[config.mk]
export PLATFORM = sky130hd
export DESIGN_NAME = or1200_if_bus_resp
export DESIGN_NICKNAME = d
export VERILOG_FILES = /design/src/rtl/or1200_if_bus_resp.sv
export SDC_FILE = /design/constraint.sdc
export NUM_CORES = 1
export LEC_CHECK = 0
export BUFFER_PORTS_ARGS = -buffer_cell sky130_fd_sc_hd__buf_2
export CAP_MARGIN = 10
export CORE_UTILIZATION = 51
export DETAILED_ROUTE_END_ITERATION = 10
export PLACE_DENSITY_LB_ADDON = 0.05
export SLEW_MARGIN = 20
export SYNTH_ARGS = -nofsm -noshare
export SYNTH_HDL_FRONTEND = slang
export SYNTH_SLANG_ARGS = --single-unit
[constraint.sdc]
create_clock -name clk -period 3.8 [get_ports clk]
set_input_delay 0.76 -clock clk [delete_from_list [all_inputs] [get_ports clk]]
set_output_delay 0.76 -clock clk [all_outputs]
set_load 0.05 [all_outputs]
[src/rtl/or1200_if_bus_resp.sv]
// Instruction-side responder: one Wishbone classic read per fetch request, registered response to the fetch stage.
// Optional one-entry refetch buffer enabled by OR1200_IF_BUS_RESP_REFETCH_BUF_EN.
module or1200_if_bus_resp #(
    parameter int unsigned TIMEOUT = 255,
    parameter logic [3:0]  TAG_NI  = 4'h0,
    parameter logic [3:0]  TAG_BE  = 4'hb
) (
    input  logic        clk,
    input  logic        rst,
    input  logic        icpu_cycstb_i,
    input  logic [31:0] icpu_adr_i,
    input  logic        icpu_flush_i,
    output logic [31:0] icpu_dat_o,
    output logic        icpu_ack_o,
    output logic        icpu_err_o,
    output logic [31:0] icpu_adr_o,
    output logic [3:0]  icpu_tag_o,
    input  logic        ic_inv_i,
    output logic        iwb_cyc_o,
    output logic        iwb_stb_o,
    output logic [31:0] iwb_adr_o,
    output logic [3:0]  iwb_sel_o,
    output logic        iwb_we_o,
    input  logic [31:0] iwb_dat_i,
    input  logic        iwb_ack_i,
    input  logic        iwb_err_i,
    input  logic        iwb_rty_i
);

    localparam int unsigned      CNT_W    = (TIMEOUT < 2) ? 1 : $clog2(TIMEOUT);
    localparam logic [CNT_W-1:0] CNT_LAST = CNT_W'(TIMEOUT - 1);

    // S_GAP is the single idle bus cycle between a retry and the reissue.
    typedef enum logic [1:0] {S_IDLE, S_BUS, S_GAP, S_DRAIN} state_t;

    state_t      state_q, state_d;
    logic        cyc_q, cyc_d;
    logic [31:0] wb_adr_q, wb_adr_d;
    logic [CNT_W-1:0] cnt_q, cnt_d;
    logic [31:0] dat_q, dat_d;
    logic [31:0] cpu_adr_q, cpu_adr_d;
    logic        ack_q, ack_d;
    logic        err_q, err_d;
    logic [3:0]  tag_q, tag_d;

    logic        abort;
    logic        timeout_hit;
    logic        bus_end;
    logic        wb_fill;
    logic        buf_hit;
    logic [31:0] buf_rd_dat;

    assign abort       = icpu_flush_i | ~icpu_cycstb_i;
    assign timeout_hit = (TIMEOUT != 0) && (cnt_q == CNT_LAST);
    assign bus_end     = iwb_ack_i | iwb_err_i | iwb_rty_i | timeout_hit;

    // NOTE: every always_comb output gets a default before the case so no path leaves it unassigned (no latches).
    always_comb begin
        state_d   = state_q;
        cyc_d     = cyc_q;
        wb_adr_d  = wb_adr_q;
        cnt_d     = cnt_q;
        dat_d     = dat_q;
        cpu_adr_d = cpu_adr_q;
        ack_d     = 1'b0;
        err_d     = 1'b0;
        wb_fill   = 1'b0;
        case (state_q)
            S_IDLE: begin
                if (icpu_cycstb_i && !icpu_flush_i) begin
                    cpu_adr_d = {icpu_adr_i[31:2], 2'b00};
                    if (icpu_adr_i[1:0] != 2'b00) begin
                        err_d = 1'b1;
                    end else if (buf_hit) begin
                        ack_d = 1'b1;
                        dat_d = buf_rd_dat;
                    end else begin
                        cyc_d    = 1'b1;
                        wb_adr_d = {icpu_adr_i[31:2], 2'b00};
                        cnt_d    = '0;
                        state_d  = S_BUS;
                    end
                end
            end
            S_BUS: begin
                cnt_d = cnt_q + 1'b1;
                if (abort) begin
                    // A bus cycle that terminates in the abort cycle needs no drain.
                    if (bus_end) begin
                        cyc_d   = 1'b0;
                        state_d = S_IDLE;
                    end else begin
                        state_d = S_DRAIN;
                    end
                end else if (iwb_ack_i) begin
                    dat_d   = iwb_dat_i;
                    ack_d   = 1'b1;
                    wb_fill = 1'b1;
                    cyc_d   = 1'b0;
                    state_d = S_IDLE;
                end else if (iwb_err_i) begin
                    err_d   = 1'b1;
                    cyc_d   = 1'b0;
                    state_d = S_IDLE;
                end else if (iwb_rty_i) begin
                    cyc_d   = 1'b0;
                    state_d = S_GAP;
                end else if (timeout_hit) begin
                    err_d   = 1'b1;
                    cyc_d   = 1'b0;
                    state_d = S_IDLE;
                end
            end
            S_GAP: begin
                if (abort) begin
                    state_d = S_IDLE;
                end else begin
                    cyc_d   = 1'b1;
                    state_d = S_BUS;
                end
            end
            S_DRAIN: begin
                cnt_d = cnt_q + 1'b1;
                if (bus_end) begin
                    cyc_d   = 1'b0;
                    state_d = S_IDLE;
                end
            end
            default: begin
                cyc_d   = 1'b0;
                state_d = S_IDLE;
            end
        endcase
        tag_d = err_d ? TAG_BE : TAG_NI;
    end

    // NOTE: sequential state uses non-blocking assignments so all flops update from pre-edge values.
    always_ff @(posedge clk) begin
        if (rst) begin
            state_q   <= S_IDLE;
            cyc_q     <= 1'b0;
            wb_adr_q  <= '0;
            cnt_q     <= '0;
            dat_q     <= '0;
            cpu_adr_q <= '0;
            ack_q     <= 1'b0;
            err_q     <= 1'b0;
            tag_q     <= TAG_NI;
        end else begin
            state_q   <= state_d;
            cyc_q     <= cyc_d;
            wb_adr_q  <= wb_adr_d;
            cnt_q     <= cnt_d;
            dat_q     <= dat_d;
            cpu_adr_q <= cpu_adr_d;
            ack_q     <= ack_d;
            err_q     <= err_d;
            tag_q     <= tag_d;
        end
    end

`ifdef OR1200_IF_BUS_RESP_REFETCH_BUF_EN
    logic        buf_vld_q, buf_vld_d;
    logic [29:0] buf_adr_q, buf_adr_d;
    logic [31:0] buf_dat_q, buf_dat_d;

    assign buf_hit    = buf_vld_q && (buf_adr_q == icpu_adr_i[31:2]) && !ic_inv_i;
    assign buf_rd_dat = buf_dat_q;

    // Invalidation wins over a fill arriving in the same cycle.
    always_comb begin
        buf_vld_d = buf_vld_q;
        buf_adr_d = buf_adr_q;
        buf_dat_d = buf_dat_q;
        if (wb_fill) begin
            buf_vld_d = 1'b1;
            buf_adr_d = wb_adr_q[31:2];
            buf_dat_d = iwb_dat_i;
        end
        if (ic_inv_i || err_d) begin
            buf_vld_d = 1'b0;
        end
    end

    always_ff @(posedge clk) begin
        if (rst) begin
            buf_vld_q <= 1'b0;
        end else begin
            buf_vld_q <= buf_vld_d;
        end
    end

    // NOTE: buffer payload has no reset; it is never read while the valid bit is clear.
    always_ff @(posedge clk) begin
        buf_adr_q <= buf_adr_d;
        buf_dat_q <= buf_dat_d;
    end
`else
    logic [1:0] unused_sigs;

    assign buf_hit     = 1'b0;
    assign buf_rd_dat  = '0;
    assign unused_sigs = {ic_inv_i, wb_fill};
`endif

    assign icpu_dat_o = dat_q;
    assign icpu_ack_o = ack_q;
    assign icpu_err_o = err_q;
    assign icpu_adr_o = cpu_adr_q;
    assign icpu_tag_o = tag_q;
    assign iwb_cyc_o  = cyc_q;
    assign iwb_stb_o  = cyc_q;
    assign iwb_adr_o  = wb_adr_q;
    assign iwb_sel_o  = 4'hf;
    assign iwb_we_o   = 1'b0;

endmodule

==> impl_metrics.yaml, run 1 <==
setup_path:
  crit_type: "reg -> reg"
  worst_setup_path_end_kind: "register"
  worst_r2r_endpoint: "icpu_dat_o[22]$_SDFFE_PP0P_"
  cp_data_arrival_time_ns: 2.37
  startpoint_type: "register"
  rr_worst_depth: 3
  critPathMaxFanout: 32
  ff2ff_setup_slack_ns: 1.71
  required_ns: 4.08
  r2r-start: "state_q[0]$_SDFFE_PP0P_"
cts:
  cts_inserted_buffers: 9
  clkTransAtPathRegs_ns: 0.11
  clockBufferDepth: 2
  htree_levels: 3
  clock_sinks: 105
  cts-root-buf: "clkbuf_8"
  cts_resized: 0
  holdBufCountCts: 0
  cts_setup_buffers: 0
  cts_tree: "done"
  clk_latency_ns: 0.36
floorplan:
  die-area_um2: 8640
  rows: 32
  pin_count: 181
  fp.coreArea_um2: 7850
  initial_core_util: 0.538
  fp.dieH_um: 93.0
  die_w_um: 93.0
sta:
  setup_viol: 0
  worst_slew_pin_slew_ns: 1.10
  rsz0062_at_grt: "false"
  maxSlewHeadroom: 0.265
  final-hold-violation-count: 0
  fin_setup_tns_ns: 0
  clock.fmax_ghz: 0.478
  min_period_over_period: 0.550
  hold_ws_ns: 0.458
  finalCriticalPeriod_ns: 2.09
  slew_violations: 0
  clock_skew_ns: 0.0144
power_and_ir_drop:
  swShare: 0.278
  vdd.ir_drop.worst_mv: 0.174
  seqPwrFrac: 0.517
  p_sw_uw: 610
  clkPwrFrac: 0.354
  power_density_nw_per_um2: 425
  internal-power_mw: 1.59
  p_leak_nw: 2.19
  comb_power_share: 0.130
placed_design:
  port_buffers: 169
  dpl.hpwl_um: 6970
  gp_congestion: 0.781
  dp_cells: 738
hold_path:
  holdPathStages: 2
  hp-start: "icpu_adr_o[24]$_SDFFE_PP0P_"
  hold_end: "icpu_adr_o[24]$_SDFFE_PP0P_"
  hold_path_class: "reg -> reg"
finish:
  n_antenna_cell: 0
  layout.nets: 721
  area_growth_pct: 22.4
  final_cells: 754
  fillCellCount: 746
  mostFrequentLayoutCell: "buf_2"
  final_layout_size_suffix_gt1_frac: 0.298
  final_util: 0.658
  final_cell_mix: "168 x buf_2, 105 x dfxtp_1, 96 x a21oi_1"
synth:
  syn_avg_cell_area_um2: 8.15
  yosysWarnings: 0
  syn_inst: 518
  seq_area_frac_synth: 0.498
  synth_cell_types: 38
  synth-seq-cells: 105
  synth_area_um2: 4220
route:
  met3_wirelength_um: 689
  drc: 0
  dr_total_vias: 4066
  dr_wl_met2_um: 5210
  wl_met1_um: 4830
  drtIter0Drc: 166
  highest_layer: "met4"
  vias_per_cell: 5.39
  wl_um: 10900
  routedWlPerCell_um: 14.4
  drtAntennaViolNets: 0
  firstDrtPassIters: 4
grt:
  grt_pass1_wl_um: 17300
  grt_pass1_vias: 3661
  grt_max_degree: 67
  globalRoute.totalOverflow: 0
  antenna_found_initial: 0
  track_usage: 0.249
job:
  drv_cap: 0
status:
  status: "completed"
critical path, stage by stage (launching register included):
cell     delay (ns)
dfxtp_1        0.71
and2_1         0.95
nand3_1        0.17
a21oi_1        0.17
cell type report:
type / instances / area [um2] / share of cell area
clock inverters: 5 / 85.1 / 0.0165
inverters: 6 / 22.5 / 0.00436
repair buffers: 174 / 886 / 0.172
well taps: 102 / 128 / 0.0247
clock buffers: 11 / 141 / 0.0274
multi-input cells: 351 / 1800 / 0.349
flip-flops and latches: 105 / 2100 / 0.407
per-stage QoR:
stage | instance area, um2 | setup slack [ns] | power (mW)
after floorplan | 4250 | 1.99 | 1.37
after global placement | 4940 | 1.61 | 1.44
after detailed placement | 4940 | 1.59 | 1.45
after CTS | 5160 | 1.73 | 2.21
after global routing | 5160 | 1.51 | 2.28
final | 5160 | 1.71 | 2.20
power groups by stage:
stage	clock [mW]	sequential [mW]	combinational (mW)
3_3_place_gp	0	1.16	0.283
5_1_grt	0.838	1.14	0.305
4_1_cts	0.794	1.14	0.286
6_report	0.777	1.14	0.285
3_5_place_dp	0	1.16	0.285
2_1_floorplan	0	1.24	0.132
cells in the mapped netlist:
| cell | count | share of area |
|---|---|---|
| o2111ai_1 | 2 | 0.0042 |
| nand2b_1 | 1 | 0.0015 |
| conb_1 | 2 | 0.0018 |
| xnor2_1 | 1 | 0.0021 |
| nor3b_2 | 1 | 0.0030 |
| buf_4 | 14 | 0.025 |
| or2_2 | 1 | 0.0015 |
| o21ai_0 | 37 | 0.044 |
| nand2_1 | 68 | 0.060 |
| dfxtp_1 | 105 | 0.50 |
| a22o_1 | 1 | 0.0021 |
| nor2_1 | 2 | 0.0018 |
| or4b_4 | 1 | 0.0033 |
| inv_1 | 6 | 0.0053 |
| o32ai_1 | 1 | 0.0021 |
| and3_1 | 1 | 0.0015 |
| nor3_1 | 3 | 0.0036 |
| o21ai_1 | 30 | 0.036 |
| o22ai_1 | 2 | 0.0030 |
| clkbuf_1 | 34 | 0.030 |
| a211oi_1 | 1 | 0.0018 |
| or3b_1 | 1 | 0.0021 |
| nand4_1 | 3 | 0.0044 |
| xor2_1 | 2 | 0.0042 |
| nand3_1 | 65 | 0.077 |
| and2_1 | 1 | 0.0015 |
| nor3b_1 | 2 | 0.0036 |
| buf_2 | 10 | 0.012 |
| ha_1 | 2 | 0.0059 |
| nor4b_2 | 1 | 0.0036 |
| buf_1 | 1 | 0.00089 |
| or4_1 | 3 | 0.0053 |
| a311o_1 | 1 | 0.0024 |
| a21oi_1 | 96 | 0.11 |
| nor4_1 | 1 | 0.0015 |
| o211ai_1 | 8 | 0.014 |
| buf_6 | 5 | 0.013 |
| a31oi_1 | 2 | 0.0030 |
flip-flops by register name, summed over array words and instances (netlist names):
register / count
icpu_ack_o: 1
icpu_adr_o: 30
state_q: 2
iwb_cyc_o: 1
iwb_adr_o: 30
cnt_q: 8
icpu_dat_o: 32
icpu_tag_o: 1
routing by layer:
layer  vias up  GRT usage
met5         -          0
met4         0     0.0795
met3        13     0.0616
met2       134      0.414
met1      1876      0.316
li1       2043          -
how the worst max path moves through the flow:
stage | from | end | slack, ns | depth (start not counted)
global placement | icpu_flush_i | cnt_q[3]$_SDFFE_PP0P_ | 1.61 | 5
floorplan | icpu_flush_i | cnt_q[6]$_SDFFE_PP0P_ | 1.99 | 5
CTS | state_q[0]$_SDFFE_PP0P_ | icpu_dat_o[22]$_SDFFE_PP0P_ | 1.73 | 3
global route | state_q[0]$_SDFFE_PP0P_ | icpu_dat_o[27]$_SDFFE_PP0P_ | 1.51 | 3
finish | state_q[0]$_SDFFE_PP0P_ | icpu_dat_o[22]$_SDFFE_PP0P_ | 1.71 | 3
detailed placement | icpu_flush_i | cnt_q[3]$_SDFFE_PP0P_ | 1.59 | 5
cells by family after synthesis:
kind of cell               count (synthesis)  share of synthesized area
other                                      2                    0.00178
adders and majority gates                  2                    0.00593
DFF                                      105                      0.498
buffers and inverters                     70                     0.0866
and+or+nand+nor                          155                      0.176
xor gates and xnor gates                   3                    0.00623
AOI/OAI and AO/OA                        181                      0.226
Note: power is estimated with default switching activity, not from simulation.
==> run 2: changes to the inputs <==
--- a/config.mk
+++ b/config.mk
@@ -7,7 +7,7 @@
 export LEC_CHECK = 0
 export BUFFER_PORTS_ARGS = -buffer_cell sky130_fd_sc_hd__buf_2
 export CAP_MARGIN = 10
-export CORE_UTILIZATION = 51
+export CORE_UTILIZATION = 47
 export DETAILED_ROUTE_END_ITERATION = 10
 export PLACE_DENSITY_LB_ADDON = 0.05
 export SLEW_MARGIN = 20
==> constraint.sdc (replaced) <==
create_clock -name clk -period 2.2 [get_ports clk]
set_input_delay 0.44 -clock clk [delete_from_list [all_inputs] [get_ports clk]]
set_output_delay 0.44 -clock clk [all_outputs]
set_load 0.05 [all_outputs]
==> impl_metrics.yaml, run 2 (synthesis results as in run 1) <==
sta:
  maxSlewHeadroom: 0.468
  clock.fmax_ghz: 0.557
  finalCriticalPeriod_ns: 1.80
  worst_slew_pin_slew_ns: 0.797
  min_period_over_period: 0.816
  worst_slack_ns: 0.404
  clock_skew_ns: 0.00786
  slew_violations: 0
  fin_setup_tns_ns: 0
  rsz0062_at_grt: "false"
  final-hold-violation-count: 0
  setup_viol: 0
floorplan:
  rows: 34
  fp.coreArea_um2: 8720
  initial_core_util: 0.484
  die-area_um2: 9360
  fp.dieH_um: 96.8
  pin_count: 181
  die_w_um: 96.8
hold_path:
  hold_path_class: "in -> reg"
route:
  drtAntennaViolNets: 0
  drc: 0
  drtIter0Drc: 196
  firstDrtPassIters: 4
  dr_total_vias: 4051
  routedWlPerCell_um: 14.1
  vias_per_cell: 5.30
  wl_um: 10700
power_and_ir_drop:
  p_sw_mw: 1.07
  clkPwrFrac: 0.316
  seqPwrFrac: 0.545
  p_leak_nw: 2.20
  internal-power_mw: 2.52
  comb_power_share: 0.139
  swShare: 0.299
  vdd.ir_drop.worst_mv: 0.294
  power_density_nw_per_um2: 695
setup_path:
  required_ns: 2.43
  cp_data_arrival_time_ns: 2.03
  worst_setup_path_end_kind: "register"
  critPathMaxFanout: 60
  crit_type: "reg -> reg"
  startpoint_type: "register"
placed_design:
  dp_slack_ns: 0.324
  port_buffers: 169
  gp_congestion: 0.775
  placed_area_um2: 4990
  dpl.hpwl_um: 6900
cts:
  clockBufferDepth: 2
  htree_levels: 3
  clkTransAtPathRegs_ns: 0.10
  cts-root-buf: "clkbuf_8"
  clock_sinks: 105
  holdBufCountCts: 0
  clk_latency_ns: 0.36
  cts_tree: "done"
  cts_resized: 0
  cts_setup_buffers: 0
  cts_inserted_buffers: 9
grt:
  antenna_found_initial: 0
  grt_pass1_wl_um: 17500
  grt_max_degree: 61
  track_usage: 0.226
  globalRoute.totalOverflow: 0
  grt_pass1_vias: 3619
status:
  status: "completed"
finish:
  final_layout_size_suffix_gt1_frac: 0.303
  layout.nets: 725
  design_area_um2: 5180
  mostFrequentLayoutCell: "buf_2"
  final_util: 0.594
  final_cell_mix: "168 x buf_2, 105 x dfxtp_1, 96 x a21oi_1"
  area_growth_pct: 22.7
  n_antenna_cell: 0
  largest_reg_flops: 32
job:
  drv_cap: 0
==> run 2: through the flow <==
stage          total power, mW  instances  hold WS [ns]
2_1_floorplan             2.37        526         0.502
3_3_place_gp              2.50        748         0.439
3_5_place_dp              2.50        748         0.444
4_1_cts                   3.64        764         0.293
5_1_grt                   3.77        764         0.292
6_report                  3.60        764         0.316
==> run 2: worst max-delay path, stage by stage (launching register included) <==
cell     delay [ns]
dfxtp_1        0.45
or4b_4         0.87
o21ai_1        0.23
a21oi_1        0.09
==> run 2: final timing paths <==
check                        startpoint                     endpoint  slack [ns]  cells after the start
min reg2reg  icpu_adr_o[8]$_SDFFE_PP0P_   icpu_adr_o[8]$_SDFFE_PP0P_        0.46                      2
max reg2reg     state_q[0]$_SDFFE_PP0P_    iwb_adr_o[4]$_SDFFE_PP0P_        0.40                      3
min                       iwb_dat_i[19]  icpu_dat_o[19]$_SDFFE_PP0P_        0.32                      3
max             state_q[0]$_SDFFE_PP0P_    iwb_adr_o[4]$_SDFFE_PP0P_        0.40                      3
==> run 2: power groups by stage <==
stage               Sequential (mW)  Clock (mW)  Combinational, mW
floorplan                      2.14           0              0.229
global placement               2.00           0              0.494
detailed placement             2.00           0              0.499
CTS                            1.96        1.18              0.500
global route                   1.97        1.27              0.532
finish                         1.96        1.14              0.499
==> run 2: area by class of cell <==
type | instances | area, um2
clock buffers | 10 | 138
inverters | 6 | 22.5
multi-input cells | 351 | 1800
fillers | 816 | 3540
repair buffers | 178 | 928
flip-flops and latches | 105 | 2100
clock inverters | 6 | 50.0
well taps | 108 | 135
==> run 2: metal layers <==
metal	global-route usage	vias up	part of all wire
met5	0	-	0
met4	0.0597	0	0.0045
met3	0.0556	4	0.048
met2	0.349	116	0.47
met1	0.315	1878	0.47
li1	-	2053	-
